$ cat src/rtl/mp_add_seq.sv
// Multi-precision adder: one WIDTH-bit carry-skip slice reused for WORDS cycles per operation.
// Define MPADD_SUB_EN to add the Sub_i port and A-B support (carry out of 1 means no borrow).

`timescale 1ns/1ps

module cs_adder #(
    parameter int WIDTH = 32,
    parameter int BLOCK = 4
) (
    input  logic [WIDTH-1:0] a,
    input  logic [WIDTH-1:0] b,
    input  logic             cin,
    output logic [WIDTH-1:0] sum,
    output logic             cout
);
    // Ripple inside each block; a block whose bits all propagate passes its
    // incoming carry straight through, which is the skip path.
    always_comb begin : skip_chain
        logic c;
        logic blk_in;
        logic blk_p;
        logic p;
        // NOTE: blocking assignments here are intentional -- c is a running
        // value within one evaluation, not state.
        c      = cin;
        blk_in = cin;
        blk_p  = 1'b1;
        p      = 1'b0;
        sum    = '0;
        for (int i = 0; i < WIDTH; i++) begin
            p      = a[i] ^ b[i];
            sum[i] = p ^ c;
            c      = (a[i] & b[i]) | (p & c);
            blk_p  = blk_p & p;
            if ((i % BLOCK) == (BLOCK - 1) || i == WIDTH - 1) begin
                c      = blk_p ? blk_in : c;
                blk_in = c;
                blk_p  = 1'b1;
            end
        end
        cout = c;
    end
endmodule

module mp_add_seq #(
    parameter int WIDTH = 32,
    parameter int WORDS = 4
) (
    input  logic                     Clk_i,
    input  logic                     Reset_i,
    input  logic                     Start_i,
    output logic                     Ready_o,
    input  logic [WIDTH*WORDS-1:0]   Number1_i,
    input  logic [WIDTH*WORDS-1:0]   Number2_i,
    input  logic                     Carry_i,
`ifdef MPADD_SUB_EN
    input  logic                     Sub_i,
`endif
    output logic [WIDTH*WORDS-1:0]   Result_o,
    output logic                     Carry_o,
    output logic                     Valid_o
);
    localparam int N  = WIDTH * WORDS;
    localparam int CW = $clog2(WORDS);
    localparam logic [CW-1:0] LAST = CW'(WORDS - 1);

    typedef enum logic [1:0] {IDLE, RUN, DONE} state_t;

    state_t         state;
    logic [CW-1:0]  cnt_q;
    logic           carry_q;
    logic [N-1:0]   a_q;
    logic [N-1:0]   b_q;
    logic [N-1:0]   acc_q;
`ifdef MPADD_SUB_EN
    logic           sub_q;
`endif

    logic [WIDTH-1:0] a_slice;
    logic [WIDTH-1:0] b_slice;
    logic [WIDTH-1:0] b_op;
    logic [WIDTH-1:0] sum;
    logic             sum_cout;
    logic [N-1:0]     acc_next;

    always_comb begin
        a_slice = '0;
        b_slice = '0;
        for (int k = 0; k < WORDS; k++) begin
            if (cnt_q == CW'(k)) begin
                a_slice = a_q[k*WIDTH +: WIDTH];
                b_slice = b_q[k*WIDTH +: WIDTH];
            end
        end
    end

`ifdef MPADD_SUB_EN
    assign b_op = sub_q ? ~b_slice : b_slice;
`else
    assign b_op = b_slice;
`endif

    cs_adder #(.WIDTH(WIDTH)) u_slice_adder (
        .a    (a_slice),
        .b    (b_op),
        .cin  (carry_q),
        .sum  (sum),
        .cout (sum_cout)
    );

    // Accumulator with the current slice merged in, so the final slice can
    // reach Result_o on the same edge it is computed.
    always_comb begin
        acc_next = acc_q;
        for (int k = 0; k < WORDS; k++) begin
            if (cnt_q == CW'(k)) acc_next[k*WIDTH +: WIDTH] = sum;
        end
    end

    always_ff @(posedge Clk_i) begin
        if (Reset_i) begin
            // NOTE: operand and accumulator registers are deliberately left
            // out of reset; they are always loaded before they are read.
            state    <= IDLE;
            cnt_q    <= '0;
            carry_q  <= 1'b0;
            Result_o <= '0;
            Carry_o  <= 1'b0;
            Valid_o  <= 1'b0;
            Ready_o  <= 1'b1;
        end else begin
            Valid_o <= 1'b0;
            case (state)
                IDLE: begin
                    Ready_o <= 1'b1;
                    if (Start_i) begin
                        a_q     <= Number1_i;
                        b_q     <= Number2_i;
`ifdef MPADD_SUB_EN
                        sub_q   <= Sub_i;
                        carry_q <= Sub_i ? 1'b1 : Carry_i;
`else
                        carry_q <= Carry_i;
`endif
                        cnt_q   <= '0;
                        Ready_o <= 1'b0;
                        state   <= RUN;
                    end
                end
                RUN: begin
                    acc_q   <= acc_next;
                    carry_q <= sum_cout;
                    cnt_q   <= cnt_q + CW'(1);
                    if (cnt_q == LAST) begin
                        Result_o <= acc_next;
                        Carry_o  <= sum_cout;
                        Valid_o  <= 1'b1;
                        state    <= DONE;
                    end
                end
                DONE: begin
                    cnt_q   <= '0;
                    Ready_o <= 1'b1;
                    state   <= IDLE;
                end
                default: begin
                    Ready_o <= 1'b1;
                    state   <= IDLE;
                end
            endcase
        end
    end
endmodule

$ cat config.mk
export PLATFORM = sky130hd
export DESIGN_NAME = mp_add_seq
export DESIGN_NICKNAME = d
export VERILOG_FILES = /design/src/rtl/mp_add_seq.sv
export SDC_FILE = /design/constraint.sdc
export NUM_CORES = 1
export LEC_CHECK = 0
export ABC_AREA = 1
export CAP_MARGIN = 20
export CORE_MARGIN = 2
export CORE_UTILIZATION = 45
export CTS_BUF_LIST = sky130_fd_sc_hd__clkbuf_2 sky130_fd_sc_hd__clkbuf_4 sky130_fd_sc_hd__clkbuf_8
export DETAILED_ROUTE_END_ITERATION = 6
export PLACE_DENSITY = 0.8
export SLEW_MARGIN = 40
export SYNTH_ARGS = -nofsm -noshare
export SYNTH_HDL_FRONTEND = slang
export SYNTH_SLANG_ARGS = --single-unit
$ cat constraint.sdc
create_clock -name Clk_i -period 23 [get_ports Clk_i]
set_input_delay 4.6 -clock Clk_i [delete_from_list [all_inputs] [get_ports Clk_i]]
set_output_delay 4.6 -clock Clk_i [all_outputs]
set_load 0.02 [all_outputs]
Yosys cells after proc, flatten, opt, wreduce, memory -nomap -nowiden
Cells that the tools add are included.
Widths: inputs -> output; s select.
{"block": "totals", "wordCells": 245, "inputBits": 260, "out_inout_bits": 131, "reg_bits": 520}
{"block": "classes", "add_sub_neg": 1, "mux": 30, "n_bitwise": 186, "n_eq_ne": 7, "reduce_logical": 11}
{"op": "$mux 32", "n": 12}
{"op": "$and 1x1->1", "n": 88}
{"op": "$xor 1x1->1", "n": 64}
{"op": "$or 1x1->1", "n": 32}
{"op": "$mux 1", "n": 11}
{"op": "$reduce_and 2->1", "n": 5}
{"op": "$eq 2x2->1 const B", "n": 3}
{"op": "$mux 2", "n": 3}
{"op": "$pmux 2 s3", "n": 1}
{"op": "$eq 2x1->1 const B", "n": 2}
{"op": "$logic_not 2->1", "n": 2}
{"op": "$ne 2x2->1 const B", "n": 2}
{"op": "$pmux 1 s2", "n": 2}
{"op": "$pmux 2 s2", "n": 1}
{"op": "$reduce_and 3->1", "n": 1}
{"op": "$reduce_bool 3->1", "n": 1}
{"op": "$add 2x1->2 const B", "n": 1}
{"op": "$not 1->1", "n": 2}
{"op": "$reduce_bool 2->1", "n": 1}
{"op": "$reduce_or 2->1", "n": 1}

Depth between registers and ports, before layout
Gate-level depths: netlist of run 1.
{"block": "logic_depth", "word_depth": 79, "mapped_depth": 61, "depth_no_buf": 60}

Hierarchy
Synthesis of run 1 repeated with hierarchy kept, for this count alone.
{"block": "hier_totals", "cells_unflattened": 2196, "hier_area_um2": 21115.3}
{"module": "mp_add_seq", "seq_area_each_um2": 13292.7, "cells_per_inst": 2079, "area_per_inst_um2": 19789.0, "instances": 1}
{"module": "cs_adder", "seq_area_each_um2": 0.0, "cells_per_inst": 117, "area_per_inst_um2": 1326.3, "instances": 1}

Worst setup path before layout of run 1
No wires, ideal clock.
{"block": "synth_path", "kind": "flip-flop to flip-flop", "startpoint": "register cnt_q[0]", "endpoint": "register acc_q[31] (data pin)", "synth_period_minus_slack_ps": 17054, "setup_time_ps": 254, "n_path_buf": 3, "t_required_ps": 22746, "path_stages_with_launch": 59, "path_slack_ps": 5946, "arrival_time_ps": 16800, "path_cell_list": "dfxtp_1 inv_1 ha_1 buf_4 inv_2 buf_6 buf_2 nor2_1 o31ai_1 fa_1 fa_1 fa_1 inv_1 fa_1 o21ai_1 nand2_1 fa_1 fa_1 (+23 left out) fa_1 fa_1 fa_1 or2_2 and2_1 fa_1 fa_1 fa_1 fa_1 nand2_1 nand2_1 fa_1 fa_1 fa_1 inv_1 fa_1 nand2_1 nand2_1"}
{"block": "synth_between", "elab_chain_cells": 77, "word_cells_on_any_way": 167, "classes_between": "eq/ne (3); mux (16); bitwise (147); reduce/logical (1)"}
{"element": "start: declaration", "line": "70", "source": "logic [CW-1:0] cnt_q;"}
{"element": "start signal: assignment", "line": "153", "source": "cnt_q <= cnt_q + CW'(1);"}
{"element": "$logic_not 2->1", "line": "90, 116"}
{"element": "$mux 32 (4 in series)", "line": "90", "source": "if (cnt_q == CW'(k)) begin"}
{"element": "$xor 1x1->1", "line": "31", "source": "p = a[i] ^ b[i];"}
{"element": "$and 1x1->1", "line": "33", "source": "c = (a[i] & b[i]) | (p & c);"}
{"element": "$or 1x1->1", "line": "33"}
{"element": "$and 1x1->1", "line": "33"}
{"element": "$or 1x1->1", "line": "33"}
{"element": "$and 1x1->1", "line": "33"}
{"element": "(+59 left out)"}
{"element": "$or 1x1->1", "line": "33"}
{"element": "$and 1x1->1", "line": "33"}
{"element": "$or 1x1->1", "line": "33"}
{"element": "$and 1x1->1", "line": "33"}
{"element": "$or 1x1->1", "line": "33"}
{"element": "$xor 1x1->1", "line": "32", "source": "sum[i] = p ^ c;"}
{"element": "$mux 32 (*)", "line": "116", "source": "if (cnt_q == CW'(k)) acc_next[k*WIDTH +: WIDTH] = sum;"}
{"element": "named net acc_next[31]", "line": "84", "source": "logic [N-1:0] acc_next;"}
{"element": "end signal: assignment", "line": "151", "source": "acc_q <= acc_next;"}
{"element": "end: declaration", "line": "74", "source": "logic [N-1:0] acc_q;"}
Mark *: on every way through the listed nets, which the timed path passes. The rest lies on a longest branch.
A chain may end at the register's enable or synchronous reset.

Final worst setup path of run 1
{"block": "layout_path", "startpoint": "register cnt_q[0]", "endpoint": "register Result_o[127]"}
{"block": "layout_between", "elab_chain_cells": 77, "word_cells_on_any_way": 168, "classes_between": "eq/ne (3); mux (16); bitwise (147); reduce/logical (2)"}
{"element": "$logic_not 2->1", "line": "90"}
{"element": "$mux 32 (4 in series)", "line": "90"}
{"element": "$xor 1x1->1", "line": "31"}
{"element": "$and 1x1->1", "line": "33"}
{"element": "$or 1x1->1", "line": "33"}
{"element": "$and 1x1->1", "line": "33"}
{"element": "$or 1x1->1", "line": "33"}
{"element": "$and 1x1->1", "line": "33"}
{"element": "(+59 left out)"}
{"element": "$or 1x1->1", "line": "33"}
{"element": "$and 1x1->1", "line": "33"}
{"element": "$or 1x1->1", "line": "33"}
{"element": "$and 1x1->1", "line": "33"}
{"element": "$or 1x1->1", "line": "33"}
{"element": "$xor 1x1->1", "line": "32"}
{"element": "$mux 32 (*)", "line": "116"}
{"element": "named net acc_next[127]", "line": "84"}
{"element": "end signal: assignment", "line": "155", "source": "Result_o <= acc_next;"}
{"element": "end: declaration", "line": "59", "source": "output logic [WIDTH*WORDS-1:0] Result_o,"}
Marks and branches as above.

==> results of run 1 <==
[worst max-delay path: cells and delay by family (launching register included)]
| family | cells | cell delay [ns] |
|---|---|---|
| flip-flops | 1 | 0.37 |
| adder cells (fa/ha/maj) | 33 | 13.65 |
| buffers and inverters | 5 | 0.62 |
| AO/OA/AOI/OAI | 6 | 0.89 |
| AND/OR/NAND/NOR | 17 | 3.11 |
[cell usage in the layout (no fill, tap or decap), drive strengths merged, types with 20 or more instances in the layout]
cell           count
clkdlybuf4s50    390
nor2             251
nand2            238
a21oi             65
buf               20
dfxtp            136
fa                32
ha                36
clkbuf           118
inv               79
a22oi             62
o21a              29
o21ai            221
a22o              28
edfxtp           353
[where the power goes]
part	internal (mW)	switching [mW]
clock network	0.419	0.341
logic	0.171	0.302
registers	1.01	0.0133
total	1.60	0.656
[through the flow]
stage | power [mW] | setup slack, ns | cell area [um^2] | cells
CTS | 2.27 | 4.02 | 25700 | 2700
global placement | 1.49 | 4.50 | 24000 | 2555
finish | 2.26 | 4.11 | 25800 | 2708
detailed placement | 1.51 | 4.07 | 24100 | 2558
floorplan | 1.31 | 5.95 | 19700 | 1671
global route | 2.35 | 3.17 | 25800 | 2703
[layer usage]
layer,up-vias,routed length (um),GRT usage,part of all wire
li1,6620,-,-,-
met1,7010,22800,0.316,0.41
met2,699,26400,0.386,0.48
met3,99,4120,0.0504,0.075
met4,0,1890,0.102,0.034
met5,-,0,0,0
[flip-flops by register name, summed over array words and instances, names as in the netlist]
| register | flops |
|---|---|
| state | 2 |
| acc_q | 97 |
| a_q | 128 |
| cnt_q | 2 |
| b_q | 128 |
| Valid_o | 1 |
| Ready_o | 1 |
| carry_q | 1 |
| Carry_o | 1 |
| Result_o | 128 |
[cells by family after synthesis]
group | Yosys count
AOI/OAI and AO/OA | 423
adders and majority gates | 68
buffers and inverters | 182
DFF | 489
and+or+nand+nor | 509
[layout make-up]
cell class,count,area [um^2],area share
Antenna cell,5,12.5,0.000485
Clock buffer,118,1420,0.0549
Clock inverter,24,181,0.00703
Inverter,77,299,0.0116
Multi-Input combinational cell,1000,5670,0.220
Sequential cell,489,13300,0.516
Tap cell,585,732,0.0284
Timing Repair Buffer,410,4170,0.162
[path summary, 6_finish.rpt]
| kind | from | end | depth (start not counted) | slack [ns] |
|---|---|---|---|---|
| max | cnt_q[0] | Result_o[127] | 61 | 4.11 |
| min | Ready_o | Ready_o | 2 | 0.50 |
| max reg2reg | cnt_q[0] | Result_o[127] | 61 | 4.11 |
| min reg2reg | Ready_o | Ready_o | 2 | 0.50 |
==> qor.log, run 1 <==
INFO  run_status     status=finished, final reports clean
INFO  route          detail_route.wirelength=55200um
INFO  place          port-buffer-count=390
INFO  synthesis      synth_top_cell_by_area=edfxtp_1
INFO  setup_path     arrival=19.38ns
INFO  global_route   wire_length_of_the_first_global_routing_pass=81800um
INFO  timing         report.final.slew_viol_count=0
INFO  place          detailed_place_hpwl=38400um
INFO  route          route.detailed.wl_per_inst=20.4um
INFO  synthesis      synth_xor_xnor_area_share=0
INFO  global_route   track_usage=0.239
INFO  floorplan      rows=76
INFO  route          antenna_violation_net_count_after_detailed_routing=0
INFO  timing         worst_slew_margin_rel=0.481
INFO  global_route   first_global_vias=14300
INFO  clock_network  cts.repair.resized=0
INFO  synthesis      synth_adder_area_share=0.0553
INFO  layout         final.fill_count=3436
INFO  setup_path     timing.critical_path.fanout_max=61
INFO  synthesis      synth_top_cells_by_area=edfxtp_1, dfxtp_1, o21ai_0
INFO  timing         fmax=52.9MHz
INFO  floorplan      chipHeight=213um
INFO  synthesis      synth_flop_cell=edfxtp_1
INFO  route          drt_pre_antenna_iters=5
INFO  synthesis      synth.most_common_cell=edfxtp_1
INFO  setup_path     cpMaxStageDelayCell=nor2_8
INFO  clock_network  clock_latency_of_the_later_clocked_register_in_the_worst_skew_pair=0.63ns
INFO  synthesis      synth_mux_area_frac=0
INFO  synthesis      yosys.area_share.simple=0.102
INFO  layout         postLayoutCoreUtil=0.598
INFO  layout         nNetsFinal=2386
INFO  pwr            ir_worst_vdd=67.1uV
INFO  clock_network  cts-root-buf=clkbuf_8
INFO  setup_path     type_of_the_setup_path_with_the_least_slack=flop to flop
INFO  synthesis      synth_compound_area_frac=0.128
INFO  floorplan      core_region_area=0.0432mm^2
INFO  timing         setup_tns_after_final_layout=0ns
INFO  synthesis      main_combinational_cell_family_by_area_after_synthesis=compound AO/OA/AOI/OAI gates
INFO  pwr            power_per_cell_area=87.4mW/mm^2
INFO  floorplan      die_width=213um
INFO  layout         area_growth_syn_to_layout=30.7%
INFO  pwr            leakagePower=9.95nW
INFO  setup_path     critPathRequiredTime=23.50ns
INFO  timing         tightest_slew=0.779ns
INFO  timing         hold_worst_slack=0.498ns
INFO  route          detailroute.via_count=14400
INFO  global_route   grt_max_degree=131
INFO  synthesis      synthesis.nets=1999
INFO  timing         grt_setup_unrepaired=false
INFO  synthesis      synthTopCellsByCount=edfxtp_1, nor2_1, nand2_1, o21ai_0, dfxtp_1
INFO  synthesis      synth_top_cell_area_share=0.537
INFO  global_route   grt_remaining_overflow=0
INFO  synthesis      yosysSeqAreaShare=0.675
INFO  clock_network  cts_buffer_depth=3
INFO  clock_network  cts.hold.buffers_added=0
INFO  timing         finalCritPeriodShare=0.821
INFO  clock_network  cts.sink_count=489
INFO  clock_network  total_number_of_h_tree_levels=3
INFO  synthesis      yosys_register_bits=489
INFO  route          detail_route.iter0.violations=1324
INFO  timing         number_of_endpoints_with_negative_hold_slack_in_the_final_report=0
INFO  timing         finalWorstPathRequiredPeriod=18.89ns
INFO  synthesis      synth-warning-count=0
INFO  synthesis      post_synth_num_cell_types=33
INFO  timing         finClkSkew=0.0246ns
INFO  setup_path     cp-start-kind=flop
INFO  global_route   grt_antenna_before_repair=3
INFO  floorplan      die_area=0.0456mm^2
INFO  synthesis      synth-edff-count=353
INFO  setup_path     cpMostUsedCell=fa_1
INFO  hold_path      min-delay-path-class=flop to flop
INFO  clock_network  numCtsBuffers=80
INFO  synthesis      synthArstFlopShare=0
INFO  clock_network  cts_post_setup_buffers_inserted=0
INFO  route          viasPerCell=5.33
INFO  floorplan      floorplan.initialDensity=0.457
INFO  synthesis      synth_cells=1671
INFO  clock_network  cts_tree=done
INFO  timing         report.final.setup_viol=0
INFO  setup_path     worst_path_largest_cell_delay=0.63ns
INFO  setup_path     worstSetupEndpointType=flop
INFO  layout         layout-drive-gt1-share=0.0911
INFO  route          drc_viols=0
INFO  place          globalplace.congestion=0.856
INFO  floorplan      top_level_ports=391
INFO  clock_network  clkTransAtPathRegs=0.06ns
INFO  job            maxCapViolations=0
INFO  synthesis      synth.cell_area=0.0197mm^2
INFO  synthesis      postSynthAreaPerCell=11.8um^2
Note: power is estimated with default switching activity, not from simulation.
==> inputs of run 2 (changes only) <==
Clock period 23 ns to 18.3 ns, I/O delays scaled along.
==> qor.log, run 2 (same netlist as run 1, synthesis figures left out) <==
INFO  run_status     status=finished, final reports clean
INFO  layout         layout-drive-gt1-share=0.101 [+0.00958]
INFO  timing         report.final.setup_viol=0 [unchanged]
INFO  layout         layout.cells.most_common=clkdlybuf4s50_1
INFO  floorplan      chipHeight=213um [unchanged]
INFO  clock_network  cts-root-buf=clkbuf_8
INFO  clock_network  cts_tree=done
INFO  route          detailroute.via_count=14200 [-1.4%]
INFO  timing         finalCritPeriodShare=0.962 [+0.140]
INFO  pwr            tot_pwr=2.84mW [+26%]
INFO  job            maxCapViolations=0 [unchanged]
INFO  timing         number_of_endpoints_with_negative_hold_slack_in_the_final_report=0 [unchanged]
INFO  setup_path     worst_path_largest_cell_delay=0.47ns [-0.16 ns]
INFO  pwr            leakagePower=9.95nW [about the same]
INFO  timing         finClkSkew=0.0235ns [-0.00115 ns]
INFO  setup_path     timing.reg2reg.setup_slack=0.70ns [-3.41 ns]
INFO  clock_network  cts_buffer_depth=3 [unchanged]
INFO  route          top_layer_used=met5
INFO  floorplan      core_region_area=0.0432mm^2 [unchanged]
INFO  layout         final_cell_mix=clkdlybuf4s50_1, edfxtp_1, nor2_1
INFO  floorplan      rows=76 [unchanged]
INFO  global_route   track_usage=0.236 [-0.00372]
INFO  clock_network  cts.sink_count=489 [unchanged]
INFO  route          route.detailed.wl_per_inst=19.9um [-2.2%]
INFO  route          antenna_violation_net_count_after_detailed_routing=0 [unchanged]
INFO  floorplan      die_width=213um [unchanged]
INFO  setup_path     timing.critical_path.fanout_max=50 [-18%]
INFO  layout         reg_top3=Result_o (128), a_q (128), b_q (128)
INFO  timing         worst_slew_margin_rel=0.431 [-0.0503]
INFO  route          viasPerCell=5.24 [-1.6%]
INFO  setup_path     cpMaxStageDelayCell=dfxtp_1
INFO  global_route   wire_length_of_the_first_global_routing_pass=80900um [-1.1%]
INFO  setup_path     critPathRequiredTime=18.69ns [-4.81 ns]
INFO  layout         postLayoutCoreUtil=0.598 [about the same]
INFO  layout         register_area=0.0133mm^2 [about the same]
INFO  layout         final.fill_count=3425 [-0.32%]
INFO  global_route   grt_antenna_before_repair=5 [+2]
INFO  floorplan      floorplan.initialDensity=0.457 [unchanged]
INFO  floorplan      die_area=0.0456mm^2 [unchanged]
INFO  route          drt_pre_antenna_iters=5 [unchanged]
INFO  place          port-buffer-count=390 [unchanged]
INFO  setup_path     arrival=17.99ns [-1.39 ns]
INFO  global_route   first_global_vias=14300 [-0.20%]
INFO  clock_network  numCtsBuffers=80 [unchanged]
INFO  route          detail_route.iter0.violations=1447 [+9.3%]
INFO  route          wl_met1=22200um [-2.4%]
INFO  layout         multi_input_area=0.00571mm^2 [+0.73%]
INFO  global_route   grt_remaining_overflow=0 [unchanged]
INFO  timing         hold_worst_slack=0.503ns [+0.00551 ns]
INFO  setup_path     worstSetupEndpointType=flop
INFO  pwr            ir_worst_vdd=72.0uV [+7.3%]
INFO  timing         finalWorstPathRequiredPeriod=17.60ns [-1.29 ns]
INFO  route          met3_wirelength=4460um [+8.4%]
INFO  timing         timing.final.ws_setup=0.702ns [-3.41 ns]
INFO  hold_path      min-delay-path-class=flop to flop
INFO  clock_network  clkTransAtPathRegs=0.06ns [about the same]
INFO  setup_path     r2r.worst_path.cells=55 [-9.8%]
INFO  place          detailed_place_hpwl=37900um [-1.5%]
INFO  setup_path     cpMostUsedCell=fa_1
INFO  pwr            power_per_cell_area=110mW/mm^2 [+26%]
INFO  timing         report.final.slew_viol_count=0 [unchanged]
INFO  clock_network  cts.hold.buffers_added=0 [unchanged]
INFO  global_route   grt_max_degree=128 [-2.3%]
INFO  setup_path     worstSetupPathDepth=55 [-9.8%]
INFO  setup_path     type_of_the_setup_path_with_the_least_slack=flop to flop
INFO  setup_path     crit_family=adder cells
INFO  setup_path     cp-start-kind=flop
INFO  route          drc_viols=0 [unchanged]
INFO  floorplan      top_level_ports=391 [unchanged]
INFO  route          detail_route.wirelength=54100um [-2.1%]
INFO  timing         fmax=56.8MHz [+7.3%]
INFO  hold_path      holdPathStages=2 [unchanged]
INFO  setup_path     critical_path.n_buffers_inverters=5 [unchanged]
INFO  place          dp_worst_setup_slack=0.233ns [-3.84 ns]
INFO  timing         tightest_slew=0.854ns [+0.0755 ns]
INFO  place          globalplace.congestion=0.876 [+2.3%]
INFO  layout         area_growth_syn_to_layout=30.7% [about the same]
INFO  clock_network  total_number_of_h_tree_levels=3 [unchanged]
INFO  route          met2_length=25700um [-2.7%]
INFO  layout         nNetsFinal=2390 [+0.17%]
INFO  clock_network  clock_latency_of_the_later_clocked_register_in_the_worst_skew_pair=0.64ns [about the same]
## run 2: tightest hold or removal path, cell delays in order (launching register included)
cell     delay (ns)
dfxtp_1        0.33
nand2_1        0.07
a21oi_1        0.05
## run 2: through the flow
step | setup TNS [ns] | cells | cell area (um^2)
floorplan | 0 | 1671 | 19700
global placement | 0 | 2562 | 24100
detailed placement | 0 | 2563 | 24100
CTS | 0 | 2708 | 25700
global route | -0.0660 | 2712 | 25800
finish | 0 | 2712 | 25800
## run 2: routing by layer
metal | vias to the layer above | track usage
met5 | - | 0
met4 | 2 | 0.0943
met3 | 102 | 0.0495
met2 | 718 | 0.375
met1 | 6775 | 0.318
li1 | 6624 | -
## run 2: final timing paths
| kind | start | endpoint |
|---|---|---|
| min reg2reg | Result_o[127] | Result_o[127] |
| max | cnt_q[0] | acc_q[95] |
| min | Result_o[127] | Result_o[127] |
| max reg2reg | cnt_q[0] | acc_q[95] |
## run 2: cell type report
class | instances | area share
antenna | 2 | 0.000194
clock buffer | 123 | 0.0559
clock inverter | 22 | 0.00582
inverter | 77 | 0.0116
multi-input combinational | 1000 | 0.221
sequential | 489 | 0.516
tap | 585 | 0.0284
timing repair buffer | 414 | 0.161
## run 2: power breakdown
group,switching [mW],internal [mW]
Clock,0.427,0.518
Sequential,0.0163,1.27
Combinational,0.385,0.220
Total,0.829,2.01
## run 2: timing repair
action	CTS	global route
setup endpoints to repair	0	16
resized for setup	0	20
buffers inserted	0	2
